<file path="src/rtl/pid_seq.sv">
// PID controller sharing one signed multiplier across P, I and D terms.
// A five-state sequencer computes one term per cycle, then sums them into a saturated drive command.
module pid_seq #(
    parameter logic [3:0] P_COEFF = 4'h8,
    parameter logic [3:0] D_COEFF = 4'h7
) (
    input  logic        clk,
    input  logic        rst_n,
    input  logic [11:0] error,
    input  logic        err_vld,
    input  logic        moving,
    output logic [11:0] drv,
    output logic        drv_vld,
    output logic        busy
);

    typedef enum logic [2:0] {
        IDLE  = 3'd0,
        PTERM = 3'd1,
        ITERM = 3'd2,
        DTERM = 3'd3,
        SUM   = 3'd4
    } state_t;

    state_t state_q, state_d;

    logic [9:0]  err_sat_q, err_sat_d;
    logic        moving_q, moving_d;
    logic [13:0] p_q, p_d;
    logic [11:0] i_q, i_d;
    logic [13:0] d_q, d_d;
    logic [15:0] integ_q, integ_d;
    logic [9:0]  prev_err_q, prev_err_d;
    logic [11:0] drv_q, drv_d;
    logic        drv_vld_q, drv_vld_d;

    // FSM control strobes
    logic cap_en, p_en, i_en, d_en, sum_en, sel_d;

    // ---------------- state register ----------------
    always_ff @(posedge clk or negedge rst_n) begin
        if (!rst_n) state_q <= IDLE;
        else        state_q <= state_d;
    end

    // ---------------- next state ----------------
    always_comb begin
        state_d = state_q;
        case (state_q)
            IDLE:    if (err_vld) state_d = PTERM;
            PTERM:   state_d = ITERM;
            ITERM:   state_d = DTERM;
            DTERM:   state_d = SUM;
            SUM:     state_d = IDLE;
            default: state_d = IDLE;
        endcase
    end

    // ---------------- FSM outputs ----------------
    always_comb begin
        cap_en = 1'b0;
        p_en   = 1'b0;
        i_en   = 1'b0;
        d_en   = 1'b0;
        sum_en = 1'b0;
        sel_d  = 1'b0;
        busy   = 1'b1;
        case (state_q)
            IDLE:    begin busy = 1'b0; cap_en = err_vld; end
            PTERM:   p_en = 1'b1;
            ITERM:   i_en = 1'b1;
            DTERM:   begin d_en = 1'b1; sel_d = 1'b1; end
            SUM:     sum_en = 1'b1;
            default: busy = 1'b0;
        endcase
    end

    // ---------------- input saturation ----------------
    logic signed [11:0] err_s;
    logic [9:0]         err_sat;

    always_comb begin
        err_s = error;
        if (err_s > 12'sd511)       err_sat = 10'h1FF;
        else if (err_s < -12'sd512) err_sat = 10'h200;
        else                        err_sat = error[9:0];
    end

    // ---------------- derivative difference ----------------
    logic signed [10:0] diff;
    logic [7:0]         diff_sat;

    always_comb begin
        diff = $signed({err_sat_q[9], err_sat_q}) - $signed({prev_err_q[9], prev_err_q});
        if (diff > 11'sd127)       diff_sat = 8'h7F;
        else if (diff < -11'sd128) diff_sat = 8'h80;
        else                       diff_sat = diff[7:0];
    end

    // ---------------- shared multiplier ----------------
    // Operands are widened to 14 bits; legal coefficients keep the product in range.
    logic [9:0]         mul_a;
    logic [4:0]         mul_b;
    logic signed [13:0] mul_a14, mul_b14, mul_p;

    always_comb begin
        mul_a   = sel_d ? {{2{diff_sat[7]}}, diff_sat} : err_sat_q;
        mul_b   = sel_d ? {1'b0, D_COEFF} : {1'b0, P_COEFF};
        mul_a14 = $signed({{4{mul_a[9]}}, mul_a});
        mul_b14 = $signed({9'd0, mul_b});
        mul_p   = mul_a14 * mul_b14;
    end

    // ---------------- integrator ----------------
    logic [15:0] err_ext, integ_sum, integ_next;
    logic        integ_ovf;

    always_comb begin
        err_ext    = {{6{err_sat_q[9]}}, err_sat_q};
        integ_sum  = integ_q + err_ext;
        integ_ovf  = (integ_q[15] == err_ext[15]) && (integ_sum[15] != integ_q[15]);
        if (!moving_q)      integ_next = 16'd0;
        else if (integ_ovf) integ_next = integ_q;
        else                integ_next = integ_sum;
    end

    // ---------------- final sum ----------------
    logic signed [14:0] total;
    logic [11:0]        total_sat;

    always_comb begin
        total = $signed({p_q[13], p_q}) + $signed({{3{i_q[11]}}, i_q}) + $signed({d_q[13], d_q});
        if (total > 15'sd2047)       total_sat = 12'h7FF;
        else if (total < -15'sd2048) total_sat = 12'h800;
        else                         total_sat = total[11:0];
    end

    // ---------------- datapath next state ----------------
    always_comb begin
        err_sat_q_hold();
    end

    function automatic void err_sat_q_hold();
    endfunction

    always_comb begin
        err_sat_d  = err_sat_q;
        moving_d   = moving_q;
        p_d        = p_q;
        i_d        = i_q;
        d_d        = d_q;
        integ_d    = integ_q;
        prev_err_d = prev_err_q;
        drv_d      = drv_q;
        drv_vld_d  = 1'b0;
        if (cap_en) begin
            err_sat_d = err_sat;
            moving_d  = moving;
        end
        if (p_en) p_d = mul_p;
        if (i_en) begin
            integ_d = integ_next;
            i_d     = integ_next[15:4];
        end
        if (d_en) begin
            d_d        = mul_p;
            prev_err_d = err_sat_q;
        end
        if (sum_en) begin
            drv_d     = total_sat;
            drv_vld_d = 1'b1;
        end
    end

    always_ff @(posedge clk or negedge rst_n) begin
        if (!rst_n) begin
            err_sat_q  <= '0;
            moving_q   <= 1'b0;
            p_q        <= '0;
            i_q        <= '0;
            d_q        <= '0;
            integ_q    <= '0;
            prev_err_q <= '0;
            drv_q      <= '0;
            drv_vld_q  <= 1'b0;
        end else begin
            err_sat_q  <= err_sat_d;
            moving_q   <= moving_d;
            p_q        <= p_d;
            i_q        <= i_d;
            d_q        <= d_d;
            integ_q    <= integ_d;
            prev_err_q <= prev_err_d;
            drv_q      <= drv_d;
            drv_vld_q  <= drv_vld_d;
        end
    end

    assign drv     = drv_q;
    assign drv_vld = drv_vld_q;

endmodule

</file>
<file path="config.mk">
export PLATFORM = sky130hd
export DESIGN_NAME = pid_seq
export DESIGN_NICKNAME = d
export VERILOG_FILES = /design/src/rtl/pid_seq.sv
export SDC_FILE = /design/constraint.sdc
export NUM_CORES = 1
export LEC_CHECK = 0
export CAP_MARGIN = 20
export CORE_ASPECT_RATIO = 1.4
export CORE_MARGIN = 10
export CORE_UTILIZATION = 52
export CTS_BUF_LIST = sky130_fd_sc_hd__clkbuf_8 sky130_fd_sc_hd__clkbuf_16
export DETAILED_ROUTE_END_ITERATION = 16
export GPL_TIMING_DRIVEN = 0
export PLACE_DENSITY = 0.72
export SLEW_MARGIN = 20
export SYNTH_ARGS = -nofsm -noshare
export SYNTH_HDL_FRONTEND = slang
export SYNTH_SLANG_ARGS = --single-unit
</file>
<file path="constraint.sdc">
create_clock -name clk -period 14.2 [get_ports clk]
set_clock_uncertainty 0.1 [all_clocks]
set_input_delay 2.84 -clock clk [delete_from_list [all_inputs] [get_ports clk]]
set_output_delay 2.84 -clock clk [all_outputs]
set_load 0.01 [all_outputs]
</file>
# --- Word level (Yosys, flattened, before mapping) ---
# Cells that the tools add are included.
word_totals:
  input_bits: 16
  word_cells: 52
  output_inout_bits: 14
  ff_bits: 81
classes:
  n_reduce_logical: 4
  n_lt_le_gt_ge: 6
  add_sub_neg: 4
  muxes: 19
  n_eq_ne: 8
  multipliers: 1
op_table:
  columns: ["cell", "count"]
  rows:
  - ["$mux W16", 2]
  - ["$mux W10", 3]
  - ["$mux W12", 2]
  - ["$add A16 B16 Y16", 1]
  - ["$mux W8", 2]
  - ["$add A14 B12 Y15", 1]
  - ["$add A15 B14 Y15", 1]
  - ["$gt A15 B12 Y1 const B", 1]
  - ["$lt A15 B12 Y1 const B", 1]
  - ["$mul A10 B5 Y14", 1]
  - ["$gt A12 B10 Y1 const B", 1]
  - ["$lt A12 B10 Y1 const B", 1]
  - ["$pmux W3 S4", 1]
  - ["$gt A11 B8 Y1 const B", 1]
  - ["$lt A11 B8 Y1 const B", 1]
  - ["$sub A10 B10 Y11", 1]
  - ["$mux W1", 7]
  - ["$eq A3 B2 Y1 const B", 2]
  - ["$mux W4", 1]
  - ["$ne A2 B2 Y1 const B", 2]
  - ["$reduce_or A4 Y1", 1]
  - ["$eq A3 B1 Y1 const B", 1]
  - ["$eq A3 B3 Y1 const B", 1]
  - ["$logic_not A3 Y1", 1]
  - ["5 further kinds", 5]

# --- Longest topological paths before layout ---
# Gate-level depths: netlist (run 1).
logic_depth:
  ltp_word: 6
  mapped_depth: 25
  depth_no_buf: 23

# --- Worst setup path after synthesis (run 1) ---
# Ideal clock, no wire load.
synth_timing:
  path_kind: "register to register"
  from: "register err_sat_q[0]"
  to: "register d_q[13]"
  period_less_slack_ps: 5851
  setup_ps: 120
  required_ps: 13980
  n_path_buf: 2
  slack_ps: 8349
  arrival_time_ps: 5632
  path_stages_with_launch: 25
  path_cell_list: "dfrtp_1 inv_1 ha_1 inv_1 fa_1 a211oi_1 o21ai_1 a31oi_2 a31oi_1 and2_1 clkbuf_1 a41o_1 buf_2 a221oi_2 fa_1 fa_1 inv_1 ha_1 or2_2 o31a_1 o311a_1 a311o_1 o31ai_1 mux2i_1 nand2_1"
synth_via:
  elab_chain_len: 6
  elab_cells_between_ends: 7
  classes_between: "add/sub: 1; mul: 1; order compare: 2; mux: 3"
synth_lines:
  columns: ["item", "line", "source"]
  rows:
  - ["start: declaration", "27", "logic [9:0] err_sat_q, err_sat_d;"]
  - ["start signal: assignment", "187", "err_sat_q <= err_sat_d;"]
  - ["$sub A10 B10 Y11", "94", "diff = $signed({err_sat_q[9], err_sat_q}) - $signed({prev_err_q[9], prev_err_q});"]
  - ["$lt A11 B8 Y1", "96", "else if (diff < -11'sd128) diff_sat = 8'h80;"]
  - ["$mux W8", "96", null]
  - ["$mux W8", "95", "if (diff > 11'sd127) diff_sat = 8'h7F;"]
  - ["$mux W10 *", "107", "mul_a = sel_d ? {{2{diff_sat[7]}}, diff_sat} : err_sat_q;"]
  - ["$mul A10 B5 Y14 *", "111", "mul_p = mul_a14 * mul_b14;"]
  - ["end signal: assignment", "181", "d_q <= '0;"]
  - ["end signal: assignment", "191", "d_q <= d_d;"]
  - ["end: declaration", "31", "logic [13:0] d_q, d_d;"]
# Mark *: on every way between the ends. The rest lies on a longest branch, timed or not.
# A chain may end at the register's enable or synchronous reset.

# --- Final worst setup path (run 1) ---
# Same ends and word-level chain as after synthesis.

==> results of run 1 <==
==> worst max-delay path: cells and delay by family (launching register included) <==
kind                       cells  cell delay [ns]
adders and majority gates      5             1.96
DFF                            1             0.45
AOI/OAI and AO/OA             10             2.61
and+or+nand+nor                3             0.58
muxes                          1             0.26
buffers and inverters          5             0.59
==> per-layer routing <==
layer	GRT usage, %	vias to the layer above	part of all wire, %
li1	-	2530	-
met1	19.7	2495	41
met2	31.8	138	49
met3	3.39	42	4.3
met4	10.9	0	5.5
met5	0	-	0
==> logic make-up after synthesis <==
family	after synthesis	share of synthesized area [%]
compound gates	217	21.9
mux	8	1.37
simple gates	194	14.6
fa+ha+maj	84	20.0
buf+inv	69	4.56
other cells	1	0.0594
flops	81	32.1
xor+xnor	39	5.41
==> flip-flops by register name, indices dropped and copies added (netlist names) <==
| name | count |
|---|---|
| moving_q | 1 |
| drv_vld | 1 |
| state_q | 3 |
| prev_err_q | 10 |
| p_q | 14 |
| integ_q | 16 |
| err_sat_q | 10 |
| d_q | 14 |
| drv | 12 |
==> worst paths after layout <==
path / from / endpoint / cells past startpoint
worst max-delay path: err_sat_q[0] / d_q[13] / 24
worst min-delay path: drv[11] / drv[11] / 2
worst max register to register: err_sat_q[0] / d_q[13] / 24
worst min register to register: drv[11] / drv[11] / 2
max in group asynchronous: rst_n / err_sat_q[9] / 2
min in group asynchronous: rst_n / drv[11] / 1
==> cells in the mapped netlist (all sizes together) (2+ instances only) <==
library cell  instances
o21ai                83
dfrtp                81
nand2                80
ha                   56
nor2                 47
inv                  46
a21oi                42
fa                   28
xnor2                26
clkbuf               17
a22o                 14
nand2b               14
xor2                 13
a21o                 10
and2                 10
o21a                  9
nand3                 8
nor3                  8
o31ai                 7
or3                   7
a211oi                6
a31oi                 6
buf                   6
o211ai                6
mux2                  5
o21bai                5
and3                  4
o22ai                 4
a211o                 3
a21boi                3
a311o                 3
mux2i                 3
nand3b                3
o311a                 3
a221oi                2
nor2b                 2
nor4                  2
o31a                  2
o41ai                 2
or2                   2
==> area by class of cell <==
cell class / count / share of cell area, %
Timing Repair Buffer: 30 / 4.44
Clock inverter: 6 / 0.845
Multi-Input combinational cell: 545 / 56.4
Inverter: 46 / 2.43
Tap cell: 147 / 2.59
Clock buffer: 9 / 3.17
Sequential cell: 81 / 28.5
Buffer: 23 / 1.62
==> metrics by stage <==
stage / std cells / cell area, sq um / worst slack (ns)
2_1_floorplan: 695 / 6320 / 8.35
3_3_place_gp: 871 / 6800 / 7.32
3_5_place_dp: 872 / 6820 / 7.56
4_1_cts: 887 / 7110 / 7.54
5_1_grt: 887 / 7110 / 7.16
6_report: 887 / 7110 / 7.55
==> results.md, run 1 <==
- CTS sink cnt: 81
- Initial Util: 53.2%
- Maximum buffer depth of the clock tree: 2
- Routed WL: ~15 mm
- Post-synth top area share: 32.1%
- EDFF count, synth: 0
- # diodes: 0
- Layout cells sized above 1: 5.00%
- CP endpoint kind: flip-flop
- DR WL/cell: 16.9 um
- CTS tree: yes
- Pre-Repair DR Iteration Count: 5
- Commonest non-fill, non-tap cell in the layout: o21ai_0
- Register area: 0.00203 sq mm
- Number of max-cap violations: 0
- Vias: 5205
- Drt drc: 0
- Reg clk slew, reported paths: 0.06 ns
- Synthesis-to-layout area growth: 12.5%
- Hold WC Path Type: reg -> reg
- Main synth FF type: dfrtp_1
- Max FO, Critical Path: 10
- Routability congestion estimate: 0.967
- All-Layer GR Usage: 18.1%
- FF+latch count, synth: 81
- Crit path DAT: between 6 and 7 ns
- Ys async rst share: 100%
- Chip Height: 150 um
- Vias in the first global route: 5351
- Crit path cell chain: inv_1 > ha_1 > inv_1 > fa_1 > a211oi_1 > o21ai_1 > a31oi_2 > a31oi_1 > and2_1 > clkbuf_1 > a41o_1 > buf_2 > a221oi_2 > fa_1 > fa_1 > inv_1 > ha_1 > or2_2 > o31a_1 > o311a_1 > a311o_1 > o31ai_1 > mux2i_1 > nand2_1
- Skew-Pair Late Insertion Delay: 0.34 ns
- CTS root buffer: clkbuf_16
- Slowest Stage Delay on Critical Path: 0.51 ns
- RSZ-0062 raised after global routing: false
- Largest net degree at the start of global routing: 58
- Crit path required time: 14.33 ns
- Commonest non-fill, non-tap cells in the layout: 82 x o21ai_0, 81 x dfrtp_1, 80 x nand2_1
- H-Tree Depth: 3
- Cells after synthesis: slightly below 700
- Die Area: 0.0170 sq mm
- Post-route minimum period: 6.65 ns
- Crit path launch type: flip-flop
- Status: finished clean
- I/O Buffers: 29
- Largest area contributor in the synthesized netlist: dfrtp_1
- Vias per cell: 5.87
- TritonCTS buffer count: 9
- Final Cycle Share: a little under half
- Post-cts resize count: 0
- Relative slew slack: 58.7%
- Total gr overflow: 0
- Area of the multi-input gates: roughly 0.0040 sq mm
- Net count, final: 836
- Sum Neg Setup Slack: 0 ns
- Max frequency: ~0.15 GHz
- Antenna violations before repair: 0
- Worst path slowest cell: fa_1
- Yosys Warn Count: 0
- Postcts setup bufs: 0
- Worst Tran Pin Value: 0.613 ns
- Register area share after synthesis: between 30% and 40%
- Chip Width: ~110 um
- Hold WS: 0.379 ns
- Std cell rows: 47
- Core area: approximately 0.012 sq mm
- Final Hold Viols: 0
- Cts hold-fix bufs: 0
- Final ANT Viol Nets: 0
- Io pins: 30
- Ranking of synthesized cells by area: dfrtp_1 32%, ha_1 11%, fa_1 8.9%, o21ai_0 6.5%, nand2_1 4.8%
- Syn Std Cell Area: 0.00632 sq mm
- # fillers: 1072
- HPWL after detailed placement: 11.9 mm
- Kind of critical path: reg -> reg
- Final Core Density: 59.8%
- Flop2flop setup slack: 7.55 ns
- DR iter-0 viols: 236
- Count of different cell masters after synthesis: 63
- Mapped Avg Cell Area: 9.12 sq um
- Fin. max-slew vios: 0
- Final setup fails: 0
- First-pass GRT wire length: 25.2 mm
Power of run 1 is not shown: default switching activity piles up to over one toggle a cycle in this logic, so the estimate is an artifact.
==> run 2, diff against run 1 <==
- clock period: 14.2 -> 6.65 ns (I/O delays scaled with it)
==> run 2 against run 1 <==
Net effect: register-to-register slack worse by 7.2 ns; first-iteration DRC count up 14%; final cell count up 0.11%; fmax up 5.7%; worst hold slack better by 0.0012 ns; clock-buffer cell count unchanged; flip-flop and latch count unchanged; highest routed layer unchanged.
==> results.md, run 2 (synthesis results as in run 1) <==
- Crit path DAT: between 6 and 7 ns
- Reg clk slew, reported paths: 0.06 ns
- Max FO, Critical Path: 10
- Kind of critical path: reg -> reg
- Status: finished clean
- Core area: 0.0119 sq mm
- Vias: 5156
- Skew-Pair Late Insertion Delay: around 0.34 ns
- # fillers: 1062
- Synthesis-to-layout area growth: 13.2%
- Layout cells sized above 1: 5.53%
- Pre-Repair DR Iteration Count: 4
- Max frequency: 0.159 GHz
- Io pins: 30
- I/O Buffers: 29
- Sum Neg Setup Slack: 0 ns
- Post-route minimum period: 6.29 ns
- TritonCTS buffer count: 9
- Chip Height: 150 um
- Number of max-cap violations: 0
- Vias in the first global route: 5354
- DR iter-0 viols: 268
- Commonest non-fill, non-tap cells in the layout: 81 x o21ai_0, 81 x dfrtp_1, 80 x nand2_1
- Net count, final: 837
- Cts hold-fix bufs: 0
- Largest net degree at the start of global routing: 58
- Vias per cell: 5.81
- Antenna violations before repair: 0
- HPWL after detailed placement: 11.9 mm
- Die Area: 0.0170 sq mm
- Regs by FF count: integ_q: 16 flops, d_q: 14 flops, p_q: 14 flops
- Relative slew slack: 59.4%
- CP endpoint kind: flip-flop
- H-Tree Depth: 3
- All-Layer GR Usage: a little under a fifth
- Largest reg by FF count: integ_q
- Worst Tran Pin Value: 0.608 ns
- Std cell rows: 47
- Initial Util: 53.2%
- Hold WC Path Type: reg -> reg
- Drt drc: 0
- Chip Width: ~110 um
- Final setup fails: 0
- Maximum buffer depth of the clock tree: 2
- Crit path required time: approximately 6.8 ns
- Routed WL: around 15 mm
- CTS root buffer: clkbuf_16
- Routability congestion estimate: between 0.9 and 1
- DR WL/cell: 16.9 um
- CTS sink cnt: between 80 and 90
- Fin. max-slew vios: 0
- Total gr overflow: 0
- Final Hold Viols: 0
- Final Cycle Share: a little over nine tenths
- First-pass GRT wire length: 25.3 mm
- # diodes: 0
- CTS tree: yes
- Final ANT Viol Nets: 0
- Number of flip-flops in the largest register: 16
- Crit path launch type: flip-flop
## run 2: changes by cell type in the layout (fill, tap and decap cells not counted), sizes merged
cell and delta:
buf +1
## run 2: area by class of cell
type | instances | area [sq um] | area share, %
Tap cell | 147 | 184 | 2.57
Buffer | 23 | 115 | 1.61
Timing Repair Buffer | 31 | 323 | 4.51
Inverter | 46 | 173 | 2.41
Sequential cell | 81 | 2030 | 28.3
Clock buffer | 9 | 225 | 3.15
Multi-Input combinational cell | 545 | 4050 | 56.6
Clock inverter | 6 | 60.1 | 0.840
## run 2: final timing paths
path	from	to	cells after the start	slack (ns)
max reg2reg	err_sat_q[0]	d_q[13]	24	0.36
max	err_sat_q[0]	d_q[13]	24	0.36
max in group asynchronous	rst_n	err_sat_q[9]	2	5.06
min in group asynchronous	rst_n	drv[11]	1	0.80
min	drv[11]	drv[11]	2	0.38
min reg2reg	drv[11]	drv[11]	2	0.38
## run 2: stage by stage
stage          cell area [sq um]  hold WS [ns]  utilization [%]  worst slack [ns]  instances
2_1_floorplan               6320         0.354                -             0.799        695
3_3_place_gp                6800         0.360             57.2             0.101        871
3_5_place_dp                6820         0.373             57.4            0.0137        872
4_1_cts                     7110         0.386             59.9             0.106        887
5_1_grt                     7150         0.413             60.2         -0.000291        888
6_report                    7150         0.380             60.2             0.356        888
## run 2: timing repair
action | 4_1_cts | 5_1_grt
pin swaps | 0 | 1
setup endpoints to repair | 1 | 2
cloned | 0 | 0
resized for setup | 1 | 5
setup buffers | 0 | 1
## run 2: layer usage
| layer | vias up | share of wire, % | global-route usage, % |
|---|---|---|---|
| li1 | 2536 | - | - |
| met3 | 36 | 4.0 | 3.39 |
| met1 | 2475 | 41 | 19.7 |
| met4 | 0 | 4.9 | 10.9 |
| met2 | 109 | 50 | 31.8 |
| met5 | - | 0 | 0 |
## run 2: worst max-delay path, stage by stage (launching register included)
cell and delay, ns:
dfrtp_1 0.45, inv_1 0.10, ha_1 0.20, inv_1 0.07
fa_1 0.42, a211oi_2 0.26, o21ai_1 0.11, a31oi_2 0.27
a31oi_2 0.18, and2_1 0.19, clkbuf_1 0.17, a41o_1 0.29
buf_2 0.21, a221oi_4 0.28, fa_1 0.49, fa_1 0.51
inv_1 0.04, ha_1 0.32, or2_2 0.30, o31a_1 0.11
o311a_1 0.14, a311o_1 0.42, o31ai_4 0.26, mux2i_1 0.23
nand2_1 0.07
Power of run 2 is left out for the same reason.
